File: config.mk
export PLATFORM = sky130hd
export DESIGN_NAME = ram_disp_ctrl
export DESIGN_NICKNAME = d
export VERILOG_FILES = /design/src/rtl/ram_disp_pkg.sv /design/src/rtl/ram_disp_ctrl_bin2bcd.sv /design/src/rtl/ram_disp_ctrl.sv
export SDC_FILE = /design/constraint.sdc
export NUM_CORES = 1
export LEC_CHECK = 0
export CORE_MARGIN = 2
export CORE_UTILIZATION = 25
export DETAILED_ROUTE_END_ITERATION = 8
export PLACE_DENSITY = 0.39
export RECOVER_POWER = 100
export SYNTH_ARGS = -nofsm -noshare
export SYNTH_HDL_FRONTEND = slang
export SYNTH_SLANG_ARGS = --single-unit
File: constraint.sdc
create_clock -name sys_clk -period 6.4 [get_ports sys_clk]
set_clock_uncertainty 0.05 [all_clocks]
set_input_delay 1.28 -clock sys_clk [delete_from_list [all_inputs] [get_ports sys_clk]]
set_output_delay 1.28 -clock sys_clk [all_outputs]
set_load 0.005 [all_outputs]
File: src/rtl/ram_disp_pkg.sv
// Shared types and constants for the RAM address/data seven-segment display.
// Segment codes are active-low {dp,g,f,e,d,c,b,a}.
package ram_disp_pkg;

    typedef enum logic [1:0] {
        IDLE   = 2'd0,
        CONV_A = 2'd1,
        CONV_D = 2'd2,
        LOAD   = 2'd3
    } conv_state_e;

    localparam int DIGIT_NUM = 6;

    localparam logic [7:0] SEG_0       = 8'hC0;
    localparam logic [7:0] SEG_1       = 8'hF9;
    localparam logic [7:0] SEG_2       = 8'hA4;
    localparam logic [7:0] SEG_3       = 8'hB0;
    localparam logic [7:0] SEG_4       = 8'h99;
    localparam logic [7:0] SEG_5       = 8'h92;
    localparam logic [7:0] SEG_6       = 8'h82;
    localparam logic [7:0] SEG_7       = 8'hF8;
    localparam logic [7:0] SEG_8       = 8'h80;
    localparam logic [7:0] SEG_9       = 8'h90;
    localparam logic [7:0] SEG_BLANK   = 8'hFF;
    localparam logic [7:0] SEG_DP_MASK = 8'h7F;

    function automatic logic [7:0] seg_encode(input logic [3:0] digit);
        logic [7:0] code;
        case (digit)
            4'd0:    code = SEG_0;
            4'd1:    code = SEG_1;
            4'd2:    code = SEG_2;
            4'd3:    code = SEG_3;
            4'd4:    code = SEG_4;
            4'd5:    code = SEG_5;
            4'd6:    code = SEG_6;
            4'd7:    code = SEG_7;
            4'd8:    code = SEG_8;
            4'd9:    code = SEG_9;
            default: code = SEG_BLANK;
        endcase
        return code;
    endfunction

    // One double-dabble step: correct every nibble >= 5, then shift in the next binary bit.
    function automatic logic [11:0] dabble_step(input logic [11:0] bcd, input logic bit_in);
        logic [11:0] adj;
        adj = bcd;
        for (int i = 0; i < 3; i++) begin
            if (bcd[i*4 +: 4] >= 4'd5) begin
                adj[i*4 +: 4] = bcd[i*4 +: 4] + 4'd3;
            end
        end
        return {adj[10:0], bit_in};
    endfunction

endpackage

File: src/rtl/ram_disp_ctrl_bin2bcd.sv
// Sequential 8-bit binary to 3-digit BCD converter, one shift per clock.
// The start edge performs the first shift, so a conversion occupies exactly 8 edges.
module bin2bcd_8
    import ram_disp_pkg::*;
(
    input  logic        clk,
    input  logic        rst_n,
    input  logic        start,
    input  logic [7:0]  bin,
    output logic        done,
    output logic [11:0] bcd
);

    logic [7:0]  sh_q, sh_d;
    logic [11:0] bcd_q, bcd_d;
    logic [2:0]  cnt_q, cnt_d;
    logic        active_q, active_d;

    always_comb begin
        sh_d     = sh_q;
        bcd_d    = bcd_q;
        cnt_d    = cnt_q;
        active_d = active_q;
        if (start) begin
            bcd_d    = dabble_step(12'd0, bin[7]);
            sh_d     = {bin[6:0], 1'b0};
            cnt_d    = 3'd1;
            active_d = 1'b1;
        end else if (active_q) begin
            bcd_d = dabble_step(bcd_q, sh_q[7]);
            sh_d  = {sh_q[6:0], 1'b0};
            cnt_d = cnt_q + 3'd1;
            if (cnt_q == 3'd7) begin
                active_d = 1'b0;
            end
        end
    end

    always_ff @(posedge clk or negedge rst_n) begin
        if (!rst_n) begin
            sh_q     <= '0;
            bcd_q    <= '0;
            cnt_q    <= '0;
            active_q <= 1'b0;
        end else begin
            sh_q     <= sh_d;
            bcd_q    <= bcd_d;
            cnt_q    <= cnt_d;
            active_q <= active_d;
        end
    end

    // High during the cycle whose closing edge performs the eighth shift.
    assign done = active_q && (cnt_q == 3'd7);
    assign bcd  = bcd_q;

endmodule

File: src/rtl/ram_disp_ctrl.sv
// RAM address/data viewer: converts captured address and data to BCD and scans a
// 6-digit seven-segment display. Define ZERO_BLANK_EN for leading-zero blanking per field.
module ram_disp_ctrl
    import ram_disp_pkg::*;
#(
    parameter logic [15:0] CNT_SCAN = 16'd49_999
) (
    input  logic       sys_clk,
    input  logic       sys_rst_n,
    input  logic [7:0] addr_in,
    input  logic [7:0] data_in,
    input  logic       upd_en,
    output logic       busy,
    output logic [5:0] sel,
    output logic [7:0] seg
);

    conv_state_e state_q, state_d;
    logic [7:0]  cap_addr_q, cap_addr_d;
    logic [7:0]  cap_data_q, cap_data_d;
    logic        pend_q, pend_d;
    logic [7:0]  pend_addr_q, pend_addr_d;
    logic [7:0]  pend_data_q, pend_data_d;
    logic        start_q, start_d;
    logic [11:0] addr_bcd_q, addr_bcd_d;
    logic [23:0] disp_q, disp_d;

    logic        conv_done;
    logic [11:0] conv_bcd;
    logic [7:0]  conv_bin;

    assign conv_bin = (state_q == CONV_D) ? cap_data_q : cap_addr_q;
    assign busy     = (state_q != IDLE);

    bin2bcd_8 u_bin2bcd (
        .clk   (sys_clk),
        .rst_n (sys_rst_n),
        .start (start_q),
        .bin   (conv_bin),
        .done  (conv_done),
        .bcd   (conv_bcd)
    );

    always_comb begin
        state_d     = state_q;
        cap_addr_d  = cap_addr_q;
        cap_data_d  = cap_data_q;
        pend_d      = pend_q;
        pend_addr_d = pend_addr_q;
        pend_data_d = pend_data_q;
        start_d     = 1'b0;
        addr_bcd_d  = addr_bcd_q;
        disp_d      = disp_q;

        // Strobes arriving while busy are parked; only the newest survives.
        if (upd_en && (state_q != IDLE)) begin
            pend_d      = 1'b1;
            pend_addr_d = addr_in;
            pend_data_d = data_in;
        end

        case (state_q)
            IDLE: begin
                if (upd_en) begin
                    cap_addr_d = addr_in;
                    cap_data_d = data_in;
                    start_d    = 1'b1;
                    state_d    = CONV_A;
                end
            end
            CONV_A: begin
                if (conv_done) begin
                    start_d = 1'b1;
                    state_d = CONV_D;
                end
            end
            CONV_D: begin
                if (start_q) begin
                    addr_bcd_d = conv_bcd;
                end
                if (conv_done) begin
                    state_d = LOAD;
                end
            end
            LOAD: begin
                disp_d = {addr_bcd_q, conv_bcd};
                if (upd_en) begin
                    cap_addr_d = addr_in;
                    cap_data_d = data_in;
                    pend_d     = 1'b0;
                    start_d    = 1'b1;
                    state_d    = CONV_A;
                end else if (pend_q) begin
                    cap_addr_d = pend_addr_q;
                    cap_data_d = pend_data_q;
                    pend_d     = 1'b0;
                    start_d    = 1'b1;
                    state_d    = CONV_A;
                end else begin
                    state_d = IDLE;
                end
            end
            default: state_d = IDLE;
        endcase
    end

    always_ff @(posedge sys_clk or negedge sys_rst_n) begin
        if (!sys_rst_n) begin
            state_q     <= IDLE;
            cap_addr_q  <= '0;
            cap_data_q  <= '0;
            pend_q      <= 1'b0;
            pend_addr_q <= '0;
            pend_data_q <= '0;
            start_q     <= 1'b0;
            addr_bcd_q  <= '0;
            disp_q      <= '0;
        end else begin
            state_q     <= state_d;
            cap_addr_q  <= cap_addr_d;
            cap_data_q  <= cap_data_d;
            pend_q      <= pend_d;
            pend_addr_q <= pend_addr_d;
            pend_data_q <= pend_data_d;
            start_q     <= start_d;
            addr_bcd_q  <= addr_bcd_d;
            disp_q      <= disp_d;
        end
    end

    // Per-digit segment code; digit gi sits in disp_q[gi*4 +: 4], idx0 = data ones.
    logic [7:0] digit_seg [DIGIT_NUM];

    generate
        for (genvar gi = 0; gi < DIGIT_NUM; gi++) begin : g_digit
            logic       blank;
            logic [7:0] code;
`ifdef ZERO_BLANK_EN
            if (gi % 3 == 2) begin : g_hund
                assign blank = (disp_q[gi*4 +: 4] == 4'd0);
            end else if (gi % 3 == 1) begin : g_tens
                assign blank = (disp_q[(gi+1)*4 +: 4] == 4'd0) && (disp_q[gi*4 +: 4] == 4'd0);
            end else begin : g_ones
                assign blank = 1'b0;
            end
`else
            assign blank = 1'b0;
`endif
            assign code = blank ? SEG_BLANK : seg_encode(disp_q[gi*4 +: 4]);
            if (gi == 3) begin : g_dp
                assign digit_seg[gi] = code & SEG_DP_MASK;
            end else begin : g_nodp
                assign digit_seg[gi] = code;
            end
        end
    endgenerate

    logic [15:0] scan_cnt_q, scan_cnt_d;
    logic [2:0]  idx_q, idx_d;
    logic [5:0]  sel_q, sel_d;
    logic [7:0]  seg_q, seg_d;
    logic        wrap;
    logic [7:0]  cur_seg;

    assign wrap = (scan_cnt_q == CNT_SCAN);

    always_comb begin
        cur_seg = SEG_BLANK;
        for (int i = 0; i < DIGIT_NUM; i++) begin
            if (idx_q == i[2:0]) begin
                cur_seg = digit_seg[i];
            end
        end
    end

    always_comb begin
        scan_cnt_d = scan_cnt_q + 16'd1;
        idx_d      = idx_q;
        sel_d      = sel_q;
        seg_d      = seg_q;
        // Outputs latch the current index at the wrap, so new digit values wait for it.
        if (wrap) begin
            scan_cnt_d = '0;
            sel_d      = ~(6'd1 << idx_q);
            seg_d      = cur_seg;
            idx_d      = (idx_q == 3'd5) ? 3'd0 : idx_q + 3'd1;
        end
    end

    always_ff @(posedge sys_clk or negedge sys_rst_n) begin
        if (!sys_rst_n) begin
            scan_cnt_q <= '0;
            idx_q      <= '0;
            sel_q      <= 6'h3F;
            seg_q      <= SEG_BLANK;
        end else begin
            scan_cnt_q <= scan_cnt_d;
            idx_q      <= idx_d;
            sel_q      <= sel_d;
            seg_q      <= seg_d;
        end
    end

    assign sel = sel_q;
    assign seg = seg_q;

endmodule

Word level (Yosys, flattened, before mapping)
Memory sizes are Yosys's and may differ from the RTL's.
Cells that the tools add are included.
{ "totals": {"ff_bits": 129, "out_inout_bits": 15, "inputBits": 19, "n_memories": 6, "rom_bits": 672} }
{ "classes": {"mux": 44, "bitwise": 1, "magnitude_cmp": 3, "eq_ne": 14, "reduce_logical": 10, "shifts": 1, "add_sub_neg": 6} }
{ "memory_table": {"columns": ["memory", "depth", "word_bits", "rd", "rd_clocked_by_memory_dff", "wr", "line", "rtl"], "rows": [
  ["(name not given)", 16, 7, 1, 0, 0, "ram_disp_pkg.sv:29", "case (digit)"],
  ["(name not given)", 16, 7, 1, 0, 0, "ram_disp_pkg.sv:29", null],
  ["(name not given)", 16, 7, 1, 0, 0, "ram_disp_pkg.sv:29", null],
  ["(name not given)", 16, 7, 1, 0, 0, "ram_disp_pkg.sv:29", null],
  ["(name not given)", 16, 7, 1, 0, 0, "ram_disp_pkg.sv:29", null],
  ["(name not given)", 16, 7, 1, 0, 0, "ram_disp_pkg.sv:29", null]
]} }
{ "op_table": {"columns": ["cell", "count"], "rows": [
  ["2-to-1 mux 8 bit", 15],
  ["one-hot mux 8 bit (2 select lines)", 2],
  ["2-to-1 mux 12 bit", 2],
  ["adder 16 x 1 -> 16 bit (second input constant)", 1],
  ["equality test 16 bit (second input constant)", 1],
  ["2-to-1 mux 16 bit", 1],
  ["2-to-1 mux 1 bit", 13],
  ["greater-or-equal comparator 4 x 3 -> 1 bit (second input constant)", 3],
  ["2-to-1 mux 3 bit", 4],
  ["equality test 3 bit (second input constant)", 3],
  ["adder 4 x 2 -> 4 bit (second input constant)", 2],
  ["2-to-1 mux 4 bit", 2],
  ["one-hot mux 2 bit (4 select lines)", 1],
  ["adder 3 x 1 -> 3 bit (second input constant)", 2],
  ["equality test 3 x 2 -> 1 bit (second input constant)", 2],
  ["2-to-1 mux 2 bit", 3],
  ["!= test 2 bit (second input constant)", 3],
  ["inverter 6 bit", 1],
  ["AND reduction 3 bit", 2],
  ["nonzero test 2 bit", 3],
  ["left shift 1 x 3 -> 6 bit (first input constant)", 1],
  ["equality test 2 bit (second input constant)", 2],
  ["adder 3 x 2 -> 3 bit (second input constant)", 1],
  ["equality test 3 x 1 -> 1 bit (second input constant)", 1],
  ["other kinds (7)", 8]
]} }

Depth between registers and ports, before layout
{ "depth": {"word_depth": 7, "ltp_mapped": 9} }

Modules after synthesis
A second synthesis with hierarchy kept.
{ "hier_totals": {"hier_cells": 724, "hier_area_um2": 7229.4} }
{ "by_module_without_submodules": {"columns": ["mod", "cells_each", "area_per_inst_um2", "instances", "seq_area_each_um2"], "rows": [
  ["ram_disp_ctrl", 591, 5944.5, 1, 2645.0],
  ["bin2bcd_8", 133, 1285.0, 1, 575.6]
]} }

Least setup slack after synthesis
Ideal clock, no wire load.
{ "synth_timing": {"kind": "input port to flip-flop", "start": "input port upd_en", "end": "register pend_addr_q[0]", "path_slack_ps": 4111, "arrival_time_ps": 2114, "cell_stages": 4, "cell_sequence": "nor2b_1 buf_2 buf_2 mux2_2"} }
{ "synth_between": {"elab_chain_cells": 1} }
{ "synth_lines": {"columns": ["item", "line", "rtl"], "rows": [
  ["from (decl)", "ram_disp_ctrl.sv:12", "input logic upd_en,"],
  ["logical AND 1 bit", "ram_disp_ctrl.sv:56", "if (upd_en && (state_q != IDLE)) begin"],
  ["to (signal assigned)", "ram_disp_ctrl.sv:123", "pend_addr_q <= pend_addr_d;"],
  ["to (decl)", "ram_disp_ctrl.sv:22", "logic [7:0] pend_addr_q, pend_addr_d;"]
]} }
Every way passes these cells.
A chain may end at the register's enable or synchronous reset.

Final worst setup path
{ "layout_timing": {"start": "register state_q[1]", "end": "output port busy"} }
{ "layout_between": {"elab_chain_cells": 1} }
{ "layout_lines": {"columns": ["item", "line", "rtl"], "rows": [
  ["from (decl)", "ram_disp_ctrl.sv:18", "conv_state_e state_q, state_d;"],
  ["from (signal assigned)", "ram_disp_ctrl.sv:119", "state_q <= state_d;"],
  ["nonzero test 2 bit", "ram_disp_ctrl.sv:33", "assign busy = (state_q != IDLE);"],
  ["to (decl)", "ram_disp_ctrl.sv:13", "output logic busy,"]
]} }
Every way passes these cells.

==> impl_metrics.tcl <==
set metrics [dict create \
    status "finished with violations" \
    violations "capacitance limit, slew limit" \
    critical_path.endpoint_type "primary output" \
    synth_nets 774 \
    power.switching_uw 1380 \
    slew_violations 40 \
    whs_path_depth 2 \
    postRouteAntennaNets 0 \
    cts_hold_buf 0 \
    register_area_sq_mm 0.003221 \
    synth-main-ff-cell "dfrtp_1" \
    rsz0062_at_grt "false" \
    yosysTopAreaCell "dfrtp_1" \
    p_leak_uw 0.003619 \
    synth-adder-area-share 0.07751 \
    critPathKind "reg -> out" \
    arrival_ns 1.89 \
    grt_max_degree 67 \
    final_common_cell "dfrtp_1" \
    synthXorXnorAreaFrac 0.02589 \
    synth_top_family_by_area "compound AO/OA/AOI/OAI gates" \
    syn_inst 711 \
    synth_edf_count 0 \
    required_ns 5.07 \
    nFillCells 2897 \
    max_slew_margin -0.1907 \
    cp_max_fo 5 \
    avgSynthCellArea_sq_um 9.990 \
    antenna_cells 0 \
    htree_levels 4 \
    p_sw_frac 0.3881 \
    fmax_mhz 310.1 \
    first_pass_iters 4 \
    synthToLayoutAreaGrowth_pct 17.46 \
    root_buffer "clkbuf_16" \
    layout-drive-gt1-share 0.1405 \
    clock_path_buffers 2 \
    ys_warn_count 0 \
    synth_compound_area_frac 0.1550 \
    cellPowerDensity_mw_per_mm2 426.3 \
    worst_pin_slew_ns 1.786 \
    r2r_cells 6 \
    cts_tree "built" \
    cts_resized 0 \
    worstPathCellList "inv_1 > ha_1 > inv_1 > dlygate4sd3_1" \
    path_clk_slew_ns 0.07 \
    critPathMaxStageDelay_ns 0.59 \
    grt_pass1_wl_um 27820 \
    p_int_uw 2176 \
    hp-class "reg -> reg" \
    clkPwrFrac 0.272 \
    pwr-share-comb 0.346 \
    io_pins 34 \
    dp_cells 1086 \
    gp_congestion 0.7573 \
    worstHoldStart "sel[5]$_DFFE_PN1N_" \
    synth_area_leaders "dfrtp_1 40%, ha_1 7.8%, mux2_2 6.5%" \
    cts_made_buffers 17 \
    finalNonFillerCells 1118 \
    core_sq_mm 0.02786 \
    ys_seq_area_frac 0.4534 \
    layout_common_cells "114 x dfrtp_1, 79 x o21ai_0, 72 x nand2_1, 44 x ha_1, 41 x mux2_2" \
    yosysUniqueCellTypes 59 \
    ff2ff_setup_slack_ns 3.58 \
    via_per_inst 4.529 \
    clock_sinks 128 \
    async_flop_share 1.000 \
    final_nets 790 \
    slowest_stage "dlygate4sd3_1" \
    initial_core_util 0.2550 \
    fin_crit_ns 3.224 \
    port_buffers 33 \
    hold_viol_final 0 \
    wl_um 16360 \
    vias 5063 \
    post-cts-setup-buffers 0 \
    timing.hold.ws_ns 0.4254 \
    setup-violations-final 0 \
    timing.rr.end "state_q[0]$_DFFE_PN0P_" \
    hold_end "sel[5]$_DFFE_PN1N_" \
    overflow 0 \
    dr.first_iter.drc_count 235 \
    first_global_vias 5274 \
    fp.dieH_um 172.6 \
    wl_per_cell_um 14.63 \
    synth_top_area_share 0.4016 \
    fp.dieW_um 172.6 \
    regToRegStartpoint "state_q[1]$_DFFE_PN0P_" \
    hpwl_um 11370 \
    rows 61 \
    multiInputGateArea_sq_mm 0.003593 \
    syn_area_sq_mm 0.007103 \
    synthMuxAreaShare 0.1129 \
    ir_worst_vdd_mv 0.2027 \
    yosys.area_share.simple 0.1351 \
    timing.final.crit_share 0.5038 \
    post-route-util 0.2995 \
    grtUsageTotal 0.1160 \
    start_kind "flop" \
    fin_setup_tns_ns 0 \
    die-area_sq_mm 0.02978 \
    synth-seq-cells 128 \
    grt_antenna_before_repair 0 \
    remaining_drc_errors 0 \
    seqPwrFrac 0.382 \
    clk-insertion-delay-late_ns 0.43 \
    crit_top_cell "inv_1" \
    max_cap_violations 1 \
]
==> Yosys cell counts (2+ instances only) <==
cell,n
a211oi_1,13
a21boi_0,3
a21o_1,4
a21oi_1,36
a31oi_1,5
and2_1,2
and3_1,5
and4_1,3
buf_1,3
buf_2,12
clkbuf_1,27
dfrtp_1,114
dfstp_2,14
ha_1,44
inv_1,30
mux2_2,41
mux2i_1,34
nand2_1,72
nand2b_1,18
nand3_1,8
nand4_1,8
nor2_1,37
nor2b_1,13
nor3_1,2
nor3b_1,5
o2111ai_1,3
o211ai_1,6
o21a_1,3
o21ai_0,78
o21ai_1,2
o221ai_1,8
o22ai_1,6
o31ai_1,3
or2_2,4
or3_1,2
xnor2_1,13
xor2_1,8
==> layout make-up <==
type                            instances  share of cell area
Multi-Input combinational cell        511              0.4307
Tap cell                              378             0.05669
Clock buffer                           17             0.05099
Timing Repair Buffer                   39             0.04289
Sequential cell                       128              0.3860
Inverter                               30             0.01350
Clock inverter                         15             0.01920
==> kinds of logic after synthesis <==
logic type	Yosys count
AOI/OAI and AO/OA	182
xor gates and xnor gates	21
adders and majority gates	44
buffers and inverters	72
DFF	128
muxes	75
and+or+nand+nor	189
==> power by group through the flow <==
| stage | registers [uW] | clock network [uW] | logic (uW) |
|---|---|---|---|
| after floorplan | 1240 | 0 | 1040 |
| after global placement | 1370 | 0 | 1220 |
| after detailed placement | 1370 | 0 | 1250 |
| after CTS | 1360 | 999 | 1260 |
| after global routing | 1420 | 1040 | 1420 |
| final | 1360 | 966 | 1230 |
==> metal layers <==
| metal | GRT usage | wire length, um | vias up |
|---|---|---|---|
| met5 | 0 | 0 | - |
| met4 | 0.03668 | 177 | 0 |
| met3 | 0.02617 | 477 | 10 |
| met2 | 0.1881 | 7652 | 58 |
| met1 | 0.1536 | 8049 | 2464 |
| li1 | - | - | 2531 |
==> worst max-delay path by stage <==
stage / end / cells past startpoint / start / slack [ns]
2_1_floorplan: pend_addr_q[0]$_DFFE_PN0P_ / 4 / upd_en / 4.11
3_3_place_gp: cap_addr_q[5]$_DFFE_PN0P_ / 4 / upd_en / 3.13
3_5_place_dp: cap_data_q[2]$_DFFE_PN0P_ / 4 / upd_en / 3.00
4_1_cts: busy / 4 / state_q[0]$_DFFE_PN0P_ / 3.22
5_1_grt: busy / 4 / state_q[0]$_DFFE_PN0P_ / 3.04
6_report: busy / 4 / state_q[1]$_DFFE_PN0P_ / 3.18
==> state kept, by name, summed over array words and instances, names as in the netlist <==
register	flops
addr_bcd_q	12
cap_addr_q	8
cap_data_q	8
disp_q	24
idx_q	3
pend_addr_q	8
pend_data_q	8
pend_q	1
scan_cnt_q	16
seg	8
sel	6
start_q	1
state_q	2
u_bin2bcd.active_q	1
u_bin2bcd.bcd	12
u_bin2bcd.cnt_q	3
u_bin2bcd.sh_q	7
==> critical path: cells and delay by family, from the launching register on <==
kind / cells / cell delay, ns
fa+ha+maj: 1 / 0.25
buf+inv: 3 / 0.80
flops: 1 / 0.42
==> per-stage QoR <==
step / worst slack, ns / instance area (sq um) / power (uW)
after floorplan: 4.111 / 7103 / 2276
after global placement: 3.126 / 7780 / 2593
after detailed placement: 3.003 / 7780 / 2629
after CTS: 3.220 / 8366 / 3622
after global routing: 3.043 / 8343 / 3869
final: 3.176 / 8343 / 3556
Note: power is estimated with default switching activity, not from simulation.
